[config.mk]
export PLATFORM = sky130hd
export DESIGN_NAME = byte_serial_add_ctrl
export DESIGN_NICKNAME = d
export VERILOG_FILES = /design/src/rtl/byte_serial_add_ctrl.sv
export SDC_FILE = /design/constraint.sdc
export NUM_CORES = 1
export LEC_CHECK = 0
export ABC_AREA = 1
export BUFFER_PORTS_ARGS = -buffer_cell sky130_fd_sc_hd__buf_2
export CAP_MARGIN = 20
export CORE_UTILIZATION = 54
export DETAILED_ROUTE_END_ITERATION = 7
export PLACE_DENSITY_LB_ADDON = 0.12
export SYNTH_ARGS = -nofsm -noshare
export SYNTH_HDL_FRONTEND = slang
export SYNTH_SLANG_ARGS = --single-unit
[constraint.sdc]
create_clock -name clk -period 2.2 [get_ports clk]
set_input_delay 0.55 -clock clk [delete_from_list [all_inputs] [get_ports clk]]
set_output_delay 0.55 -clock clk [all_outputs]
set_load 0.01 [all_outputs]
[src/rtl/byte_serial_add_ctrl.sv]
// Byte-serial adder sequencer. It drives an external 8-bit adder one byte per cycle,
// starting at the least significant byte, and collects the result into a wide register.
//
// state | meaning
// ------+--------------------------------------------------------------
// IDLE  | waiting for start; sum/cout hold the last completed result
// RUN   | one byte per cycle through the external adder, busy=1
// DONE  | one-cycle done pulse, then back to IDLE unconditionally
module byte_serial_add_ctrl #(
  parameter int NBYTES = 4
) (
  input  logic                clk,
  input  logic                rst_n,
  input  logic                start,
  input  logic [8*NBYTES-1:0] a,
  input  logic [8*NBYTES-1:0] b,
  input  logic                cin,
  output logic [7:0]          add_a,
  output logic [7:0]          add_b,
  output logic                add_cin,
  input  logic [7:0]          add_sum,
  input  logic                add_cout,
  output logic                busy,
  output logic                done,
  output logic [8*NBYTES-1:0] sum,
  output logic                cout
);

  localparam int W  = 8 * NBYTES;
  localparam int IW = $clog2(NBYTES);
  localparam logic [IW-1:0] LAST = IW'(NBYTES - 1);

  typedef enum logic [1:0] {IDLE, RUN, DONE} state_t;

  state_t          state;
  logic [W-1:0]    a_q;
  logic [W-1:0]    b_q;
  logic [IW-1:0]   idx;
  logic [IW-1:0]   idx_nxt;

  assign idx_nxt = idx + IW'(1);

  // add_cin doubles as the inter-byte carry register, so it is zero outside RUN
  always_ff @(posedge clk or negedge rst_n) begin
    if (!rst_n) begin
      state   <= IDLE;
      a_q     <= '0;
      b_q     <= '0;
      idx     <= '0;
      add_a   <= '0;
      add_b   <= '0;
      add_cin <= 1'b0;
      busy    <= 1'b0;
      done    <= 1'b0;
      sum     <= '0;
      cout    <= 1'b0;
    end else begin
      case (state)
        IDLE: begin
          if (start) begin
            a_q     <= a;
            b_q     <= b;
            idx     <= '0;
            add_a   <= a[7:0];
            add_b   <= b[7:0];
            add_cin <= cin;
            busy    <= 1'b1;
            state   <= RUN;
          end
        end
        RUN: begin
          sum[{idx, 3'b000} +: 8] <= add_sum;
          if (idx == LAST) begin
            idx     <= '0;
            cout    <= add_cout;
            add_a   <= '0;
            add_b   <= '0;
            add_cin <= 1'b0;
            busy    <= 1'b0;
            done    <= 1'b1;
            state   <= DONE;
          end else begin
            idx     <= idx_nxt;
            add_a   <= a_q[{idx_nxt, 3'b000} +: 8];
            add_b   <= b_q[{idx_nxt, 3'b000} +: 8];
            add_cin <= add_cout;
          end
        end
        DONE: begin
          done  <= 1'b0;
          state <= IDLE;
        end
        default: begin
          done  <= 1'b0;
          busy  <= 1'b0;
          state <= IDLE;
        end
      endcase
    end
  end

endmodule

==> results_dict.tcl, run 1 <==
set metrics [dict create \
    status "finished clean" \
    synth_cell_types 23 \
    cts_buffers 17 \
    drive_above_1_share_pct 23.6 \
    dp_cells 888 \
    final_core_utilization_pct 69.8 \
    timing.fmax_mhz 528 \
    end_kind "register" \
    regArea_um2 3000 \
    die_y_um 102 \
    grt_pass1_vias 4340 \
    ys_seq_area_share_pct 55.5 \
    clock-sinks 120 \
    clk_pin_slew_worst_paths_ps 60 \
    wl_mm 13.2 \
    synth_top_area_share_pct 55.5 \
    fp.dieArea_um2 10400 \
    max_stage_delay_ps 500 \
    m1WireLength_mm 5.97 \
    rows 36 \
    cts_tree "done" \
    postSynthAreaPerCell_um2 8.35 \
    fp.coreArea_um2 9730 \
    start_util_pct 55.6 \
    syn2layout_area_growth_pct 25.6 \
    hp-class "in2reg" \
    grt_start_max_net_pins 113 \
    hold_viol_final 0 \
    antenna_found_initial 0 \
    worstPathRequired_ps 2620 \
    fin_tns_setup_ps 0 \
    ir_drop_mv 0.816 \
    wl_met3_um 846 \
    antenna_cells 0 \
    leakage_nw 3.59 \
    multi_input_area_um2 1920 \
    met2WireLength_mm 6.18 \
    critPathArrivalTime_ps 2310 \
    yosys.area.top_type "dfrtp_1" \
    worstSkewPairLatency_ps 520 \
    root_buffer "clkbuf_8" \
    io_pins 129 \
    drtIter0Drc 323 \
    cp_cell_sequence "inv_2, ha_1, inv_2, nand3_2, o21ai_0" \
    layout_common_cells "206 x nand2_1, 127 x buf_2, 120 x dfrtp_1, 106 x o21ai_0, 75 x inv_1" \
    firstDrtPassIters 5 \
    drc 0 \
    stdcell_count 921 \
    drv_cap 0 \
    layout_commonest_cell "nand2_1" \
    yosysWarnings 0 \
    r2r_setup_slack_ps 310 \
    ys_seq_elements 120 \
    holdWs_ps 229 \
    globalplace.congestion 0.809 \
    grt_usage_pct 26.8 \
    dpl.hpwl_mm 8.64 \
    setup_violations 0 \
    highest_layer "met4" \
    worstMarginPinSlew_ps 527 \
    power.density_nw_per_um2 1630 \
    htree_levels 4 \
    final_nets 858 \
    vias 4680 \
    critPathBufInv 2 \
    critPathKind "reg2reg" \
    fillers 806 \
    synth_cells 648 \
    viasPerCell 5.08 \
    slew_headroom_pct 64.8 \
    path_delay_family "flip-flops" \
    clock_path_buffers 2 \
    dieWidth_um 102 \
    grt_pass1_wl_mm 21.1 \
    grt_overflow 0 \
    cp-start-kind "register" \
    skew_ps 6.34 \
    fin_crit_ps 1890 \
    io_buffers 128 \
    wl_per_cell_um 14.3 \
    rsz0062_at_grt "false" \
    synth_fp_nets 731 \
    synth_top_cells_by_area "dfrtp_1 55%, nand2_1 14%, o21ai_0 9.8%" \
    fin_crit_sh_pct 86.1 \
    drv_slew 0 \
    critPathSlowestCell "dfrtp_1" \
    ant_nets 0 \
    syn_area_um2 5410 \
    cpMostUsedCell "inv_2" \
    critPathMaxFanout 20 \
    cts-resized-gates 0 \
]
## where the power goes
group	switching (mW)	total (mW)	internal, mW
combinational	2.92	4.43	1.51
sequential	0.460	3.73	3.27
clock	0.941	2.92	1.98
## kinds of logic after synthesis
family	Yosys count	share of synthesized area, %
and+or+nand+nor	272	21.3
adders and majority gates	6	1.39
buffers and inverters	112	8.99
AOI/OAI and AO/OA	138	12.8
DFF	120	55.5
## through the flow
step	area [um^2]	total power [mW]	worst slack [ps]
after detailed placement	6150	8.11	379
final	6800	11.1	305
after global placement	6150	7.98	474
after floorplan	5410	6.82	382
after global routing	6800	11.9	90.9
after CTS	6800	11.1	319
## what timing repair did
item | CTS | global route
setup endpoints to repair | 0 | 0
hold endpoints to repair | 29 | 0
hold buffers | 1 | 0
setup buffers | 0 | 0
## Yosys cell counts
| master | number |
|---|---|
| o22ai_1 | 2 |
| nand3_1 | 36 |
| buf_2 | 16 |
| nor2_4 | 4 |
| inv_2 | 5 |
| nand2_1 | 206 |
| o21ai_0 | 106 |
| o21ai_1 | 15 |
| nand2_4 | 1 |
| a21oi_1 | 15 |
| nand4_2 | 1 |
| clkbuf_2 | 1 |
| nor2_1 | 18 |
| buf_4 | 4 |
| inv_1 | 75 |
| ha_1 | 6 |
| clkbuf_1 | 7 |
| nand3_2 | 3 |
| nand2_2 | 1 |
| dfrtp_1 | 120 |
| nor2_2 | 1 |
| buf_6 | 4 |
| nand4_4 | 1 |
## routing by layer
layer	vias up	global-route usage [%]
li1	2300	-
met4	0	8.90
met3	15	5.95
met5	-	0
met1	2190	37.4
met2	175	41.8
## worst min-delay path, cell delays in order
cell and delay (ps):
buf_2 80, nand2_1 40, nand2_1 50
## layout make-up
type                       count  share of cell area, %
sequential                   120                   44.2
tap                          133                   2.45
multi-input combinational    416                   28.3
clock buffer                  24                   7.22
inverter                      80                   4.42
clock inverter                 8                   2.06
timing repair buffer         140                   11.4
## registers in the layout, indices dropped and copies added (netlist names)
register,cells
add_b,8
busy,1
add_a,8
add_cin,1
a_q,32
idx,2
sum,32
b_q,32
state,2
cout,1
done,1
## path summary, 6_finish.rpt
kind | to | startpoint | cells past startpoint
max | sum[31]$_DFFE_PN0P_ | idx[0]$_DFFE_PN0P_ | 5
min in group asynchronous | a_q[21]$_DFFE_PN0P_ | rst_n | 2
max reg2reg | sum[31]$_DFFE_PN0P_ | idx[0]$_DFFE_PN0P_ | 5
max in group asynchronous | sum[2]$_DFFE_PN0P_ | rst_n | 3
min | a_q[11]$_DFFE_PN0P_ | a[11] | 3
min reg2reg | cout$_DFFE_PN0P_ | cout$_DFFE_PN0P_ | 2
Note: power is estimated with default switching activity, not from simulation.
==> run 2, diff against run 1 <==
--- a/config.mk
+++ b/config.mk
@@ -11,6 +11,7 @@
 export CORE_UTILIZATION = 54
 export DETAILED_ROUTE_END_ITERATION = 7
 export PLACE_DENSITY_LB_ADDON = 0.12
+export SETUP_SLACK_MARGIN = 0.5
 export SYNTH_ARGS = -nofsm -noshare
 export SYNTH_HDL_FRONTEND = slang
 export SYNTH_SLANG_ARGS = --single-unit
==> constraint.sdc (replaced) <==
create_clock -name clk -period 1.9 [get_ports clk]
set_input_delay 0.475 -clock clk [delete_from_list [all_inputs] [get_ports clk]]
set_output_delay 0.475 -clock clk [all_outputs]
set_load 0.01 [all_outputs]
==> run 2 against run 1 <==
Sequential power is 17% higher. Highest routed layer unchanged. Combinational power rose by 90%. Register-to-register slack got worse by 130 ps. Largest power group unchanged. Flip-flop and latch count unchanged. Critical path depth grew 1. Via count increased by 16%. Power increased by 45%.
==> results_dict.tcl, run 2 (synthesis results as in run 1) <==
set metrics [dict create \
    critPathKind "reg2reg" \
    ant_nets 0 \
    total_power_mw 16.1 \
    power.density_nw_per_um2 2060 \
    cts_buffers 17 \
    end_kind "register" \
    critical_path_depth 6 \
    hold_start "a[18]" \
    rows 36 \
    status "finished clean" \
    clock_path_buffers 2 \
    cts_tree "done" \
    critPathArrivalTime_ps 2100 \
    fillers 605 \
    cp-start-kind "register" \
    drv_slew 0 \
    syn2layout_area_growth_pct 44.6 \
    power_switching_mw 6.62 \
    drtIter0Drc 507 \
    fin_crit_sh_pct 90.6 \
    worstPathRequired_ps 2280 \
    dpl.hpwl_mm 8.90 \
    firstDrtPassIters 5 \
    globalplace.congestion 0.899 \
    setup_violations 0 \
    layout_common_cells "195 x nand2_1, 121 x buf_2, 120 x dfrtp_1, 84 x o21ai_0, 71 x inv_1" \
    htree_levels 4 \
    timing.fmax_mhz 581 \
    r2r-start "idx[0]$_DFFE_PN0P_" \
    clk_pin_slew_worst_paths_ps 70 \
    critPathMaxFanout 8 \
    path_delay_family "compound AO/OA/AOI/OAI gates" \
    final_nets 913 \
    io_pins 129 \
    drv_cap 0 \
    grt_overflow 0 \
    drc 0 \
    switching_share_pct 41.1 \
    start_util_pct 55.6 \
    wl_per_cell_um 18.3 \
    r2r_cells 6 \
    wl_mm 17.8 \
    hp-class "in2reg" \
    holdWs_ps 140 \
    fin_tns_setup_ps 0 \
    leakage_nw 4.02 \
    die_y_um 102 \
    seqPwrFrac_pct 27.1 \
    clkPwrFrac_pct 20.5 \
    p_comb_share_pct 52.4 \
    holdPathEnd "a_q[18]$_DFFE_PN0P_" \
    worstMarginPinSlew_ps 443 \
    slew_headroom_pct 70.2 \
    critPathBufInv 3 \
    io_buffers 128 \
    drive_above_1_share_pct 37.1 \
    largestRegisters "a_q: 32 flops, b_q: 32 flops, sum: 32 flops" \
    multi_input_area_um2 2290 \
    r2r-end "sum[13]$_DFFE_PN0P_" \
    hold_viol_final 0 \
    min_path_cells 3 \
    grt_usage_pct 30.6 \
    setup_slack_ps 180 \
    fp.coreArea_um2 9730 \
    fp.dieArea_um2 10400 \
    max_stage_delay_ps 420 \
    dieWidth_um 102 \
    grt_start_max_net_pins 87 \
    vias 5433 \
    grt_pass1_vias 4906 \
    pre_cts_slack_ps 255 \
    intPower_mw 9.47 \
    antenna_cells 0 \
    final_core_utilization_pct 80.4 \
    critPathSlowestCell "o21ai_0" \
    viasPerCell 5.57 \
    layout_commonest_cell "nand2_1" \
    grt_pass1_wl_mm 23.7 \
    cp_cell_sequence "buf_4, buf_8, ha_1, inv_1, o21ai_0, o21ai_2" \
    regArea_um2 3000 \
    worstSkewPairLatency_ps 530 \
    antenna_found_initial 0 \
    skew_ps 14.1 \
    ir_drop_mv 1.04 \
    r2r_setup_slack_ps 180 \
    rsz0062_at_grt "true" \
    root_buffer "clkbuf_8" \
    clock-sinks 120 \
    fin_crit_ps 1720 \
]
==> run 2: cell types whose count changed in the layout (fill, tap and decap cells not counted), sizes merged <==
cell	previous run	this run
buf	139	191
bufinv	4	3
clkbuf	24	23
clkinvlp	0	4
==> run 2: cell type report <==
type | count | share of cell area (%)
clock buffers | 20 | 5.82
clock inverters | 11 | 1.89
inverters | 80 | 4.09
multi-input cells | 416 | 29.2
flip-flops and latches | 120 | 38.4
well taps | 133 | 2.13
repair buffers | 195 | 18.4
==> run 2: metrics by stage <==
stage,instance area [um^2],cells
finish,7820,975
global route,7820,975
CTS,7400,956
detailed placement,6210,889
global placement,6210,889
floorplan,5460,648
==> run 2: what timing repair did <==
action                     in CTS  in global routing
hold buffers                    1                  0
gates resized for setup        55                 65
hold endpoints to repair      120                  0
pin swaps                      45                 21
cloned                          2                  3
buffers inserted               33                 16
setup endpoints to repair     105                148
==> run 2: metal layers <==
metal	global-route usage, %	wire, um	vias up
met5	0	0	-
met4	12.4	952	0
met3	6.70	1240	85
met2	50.2	8780	334
met1	39.5	6830	2601
li1	-	-	2413
==> run 2: worst max path at each step <==
stage,from,end,slack [ps]
finish,idx[0]$_DFFE_PN0P_,sum[13]$_DFFE_PN0P_,180
detailed placement,idx[0]$_DFFE_PN0P_,add_b[2]$_DFFE_PN0P_,250
global placement,idx[0]$_DFFE_PN0P_,add_cin$_DFFE_PN0P_,300
CTS,add_b[2]$_DFFE_PN0P_,add_b[2],350
global route,idx[1]$_DFFE_PN0P_,sum[13]$_DFFE_PN0P_,170
floorplan,idx[0]$_DFFE_PN0P_,sum[10]$_DFFE_PN0P_,170
==> run 2: worst min-delay path, stage by stage <==
cell     delay, ps
buf_2           70
nand2_1         40
nand2_1         50
==> run 2: power by group through the flow <==
stage                     clock network [mW]  registers, mW  logic, mW
after global placement                     0           4.30       5.16
after CTS                               3.26           4.29       7.03
after detailed placement                   0           4.34       5.30
after global routing                    3.40           4.46       9.01
after floorplan                            0           4.49       3.55
final                                   3.30           4.36       8.42
==> run 3, diff against run 2 <==
--- a/config.mk
+++ b/config.mk
@@ -8,7 +8,7 @@
 export ABC_AREA = 1
 export BUFFER_PORTS_ARGS = -buffer_cell sky130_fd_sc_hd__buf_2
 export CAP_MARGIN = 20
-export CORE_UTILIZATION = 54
+export CORE_UTILIZATION = 48
 export DETAILED_ROUTE_END_ITERATION = 7
 export PLACE_DENSITY_LB_ADDON = 0.12
 export SETUP_SLACK_MARGIN = 0.5
==> constraint.sdc (replaced) <==
create_clock -name clk -period 1.41 [get_ports clk]
set_input_delay 0.3525 -clock clk [delete_from_list [all_inputs] [get_ports clk]]
set_output_delay 0.3525 -clock clk [all_outputs]
set_load 0.01 [all_outputs]
==> run 3 against run 2 <==
The flow now finishes with violations (setup timing). Die area up 12%. Non-clock buffer count up 43. Critical path depth up 1. Wire length up 17%. Highest routed layer unchanged. Power up 52%.
==> results_dict.tcl, run 3 (synthesis results as in run 1) <==
set metrics [dict create \
    status "complete, but fails checks" \
    violations "setup timing" \
    wl_per_cell_um 20.4 \
    root_buffer "clkbuf_16" \
    dpl_cell_area_um2 6420 \
    grt_overflow 0 \
    drc 0 \
    leakage_nw 4.89 \
    hp-class "in2reg" \
    pre_cts_slack_ps -81.1 \
    globalplace.congestion 0.830 \
    critPathMaxFanout 9 \
    final_core_utilization_pct 84.8 \
    ant_nets 0 \
    antenna_cells 0 \
    cts_tree "done" \
    grt_pass1_vias 5507 \
    viasPerCell 5.70 \
    rows 38 \
    setup_violations 40 \
    clock_path_buffers 2 \
    drive_above_1_share_pct 52.6 \
    final_nets 958 \
    clk_pin_slew_worst_paths_ps 60 \
    timing.fmax_mhz 647 \
    syn2layout_area_growth_pct 71.3 \
    cts_buffers 17 \
    dieWidth_um 108 \
    fp.coreArea_um2 10900 \
    htree_levels 4 \
    dpl.hpwl_mm 9.28 \
    wl_mm 20.9 \
    grt_usage_pct 31.7 \
    design_area_um2 9270 \
    fin_crit_ps 1550 \
    io_pins 129 \
    antenna_found_initial 0 \
    drtIter0Drc 549 \
    r2r_setup_slack_ps -140 \
    io_buffers 128 \
    grt_start_max_net_pins 55 \
    worstMarginPinSlew_ps 354 \
    fin_crit_sh_pct 110 \
    ir_drop_mv 1.24 \
    vias 5852 \
    skew_ps 6.49 \
    end_kind "register" \
    slew_headroom_pct 76.2 \
    power.density_nw_per_um2 2640 \
    hold_viol_final 0 \
    die_y_um 108 \
    drv_cap 0 \
    grt_pass1_wl_mm 27.7 \
    cp-start-kind "register" \
    layout_common_cells "123 x nand2_1, 118 x dfrtp_1, 118 x buf_2, 69 x inv_1, 67 x o21ai_2" \
    rsz0062_at_grt "true" \
    fp.dieArea_um2 11700 \
    largestRegisters "a_q: 32 flops, b_q: 32 flops, sum: 32 flops" \
    firstDrtPassIters 5 \
    worstSkewPairLatency_ps 420 \
    critPathKind "reg2reg" \
    clock-sinks 120 \
    start_util_pct 49.5 \
    setup_slack_ps -136 \
    drv_slew 0 \
    critPathArrivalTime_ps 1880 \
    layout_commonest_cell "nand2_1" \
    worstPathRequired_ps 1740 \
]
## run 3: path summary, 6_finish.rpt
check,startpoint,end,depth (start not counted)
hold reg to reg,sum[17]$_DFFE_PN0P_,sum[17]$_DFFE_PN0P_,2
setup reg to reg,idx[0]$_DFFE_PN0P_,add_b[5]$_DFFE_PN0P_,7
hold / removal,a[19],a_q[19]$_DFFE_PN0P_,3
max in group asynchronous,rst_n,a_q[15]$_DFFE_PN0P_,3
min in group asynchronous,rst_n,a_q[28]$_DFFE_PN0P_,2
setup / recovery,idx[0]$_DFFE_PN0P_,add_b[5]$_DFFE_PN0P_,7
## run 3: metal layers
layer / GRT usage, % / part of all wire, % / vias up
met5: 0 / 0 / -
met1: 39.8 / 38 / 2842
met4: 18.7 / 5.9 / 0
li1: - / - / 2516
met2: 51.0 / 48 / 379
met3: 6.03 / 7.9 / 115
## run 3: layout make-up
type / instances / area, um^2
Clock buffer: 19 / 453
Clock inverter: 12 / 151
Fill cell: 528 / 1660
Inverter: 80 / 344
Multi-Input combinational cell: 416 / 2830
Sequential cell: 120 / 3010
Tap cell: 140 / 175
Timing Repair Buffer: 238 / 2250
Timing Repair inverter: 2 / 60.1
## run 3: power by group
part | switching (mW) | internal, mW
combinational | 7.68 | 6.37
sequential | 0.842 | 5.11
clock | 1.65 | 2.85
total | 10.2 | 14.3
## run 3: through the flow
stage | cells | hold WS (ps) | total power [mW] | setup TNS [ps]
after global placement | 912 | 208 | 13.5 | 0
after global routing | 1027 | 137 | 25.6 | -3380
after CTS | 1001 | 135 | 21.2 | 0
after detailed placement | 912 | 204 | 13.7 | -686
final | 1027 | 130 | 24.5 | -1870
after floorplan | 648 | 56.9 | 11.2 | -11000
## run 3: worst max-delay path, cell delays in order, from the launching register on
cell and delay, ps:
dfrtp_2 450, buf_6 150, ha_4 170, nor2_4 170, buf_6 140, buf_16 120
nand2_1 90, a21oi_1 180
## run 3: repair_timing
item / in CTS / in global routing
gates resized for setup: 135 / 173
hold buffers: 1 / 0
hold endpoints to repair: 6 / 0
setup endpoints to repair: 172 / 224
buffers inserted: 39 / 25
pin swaps: 19 / 28
gates cloned: 18 / 1
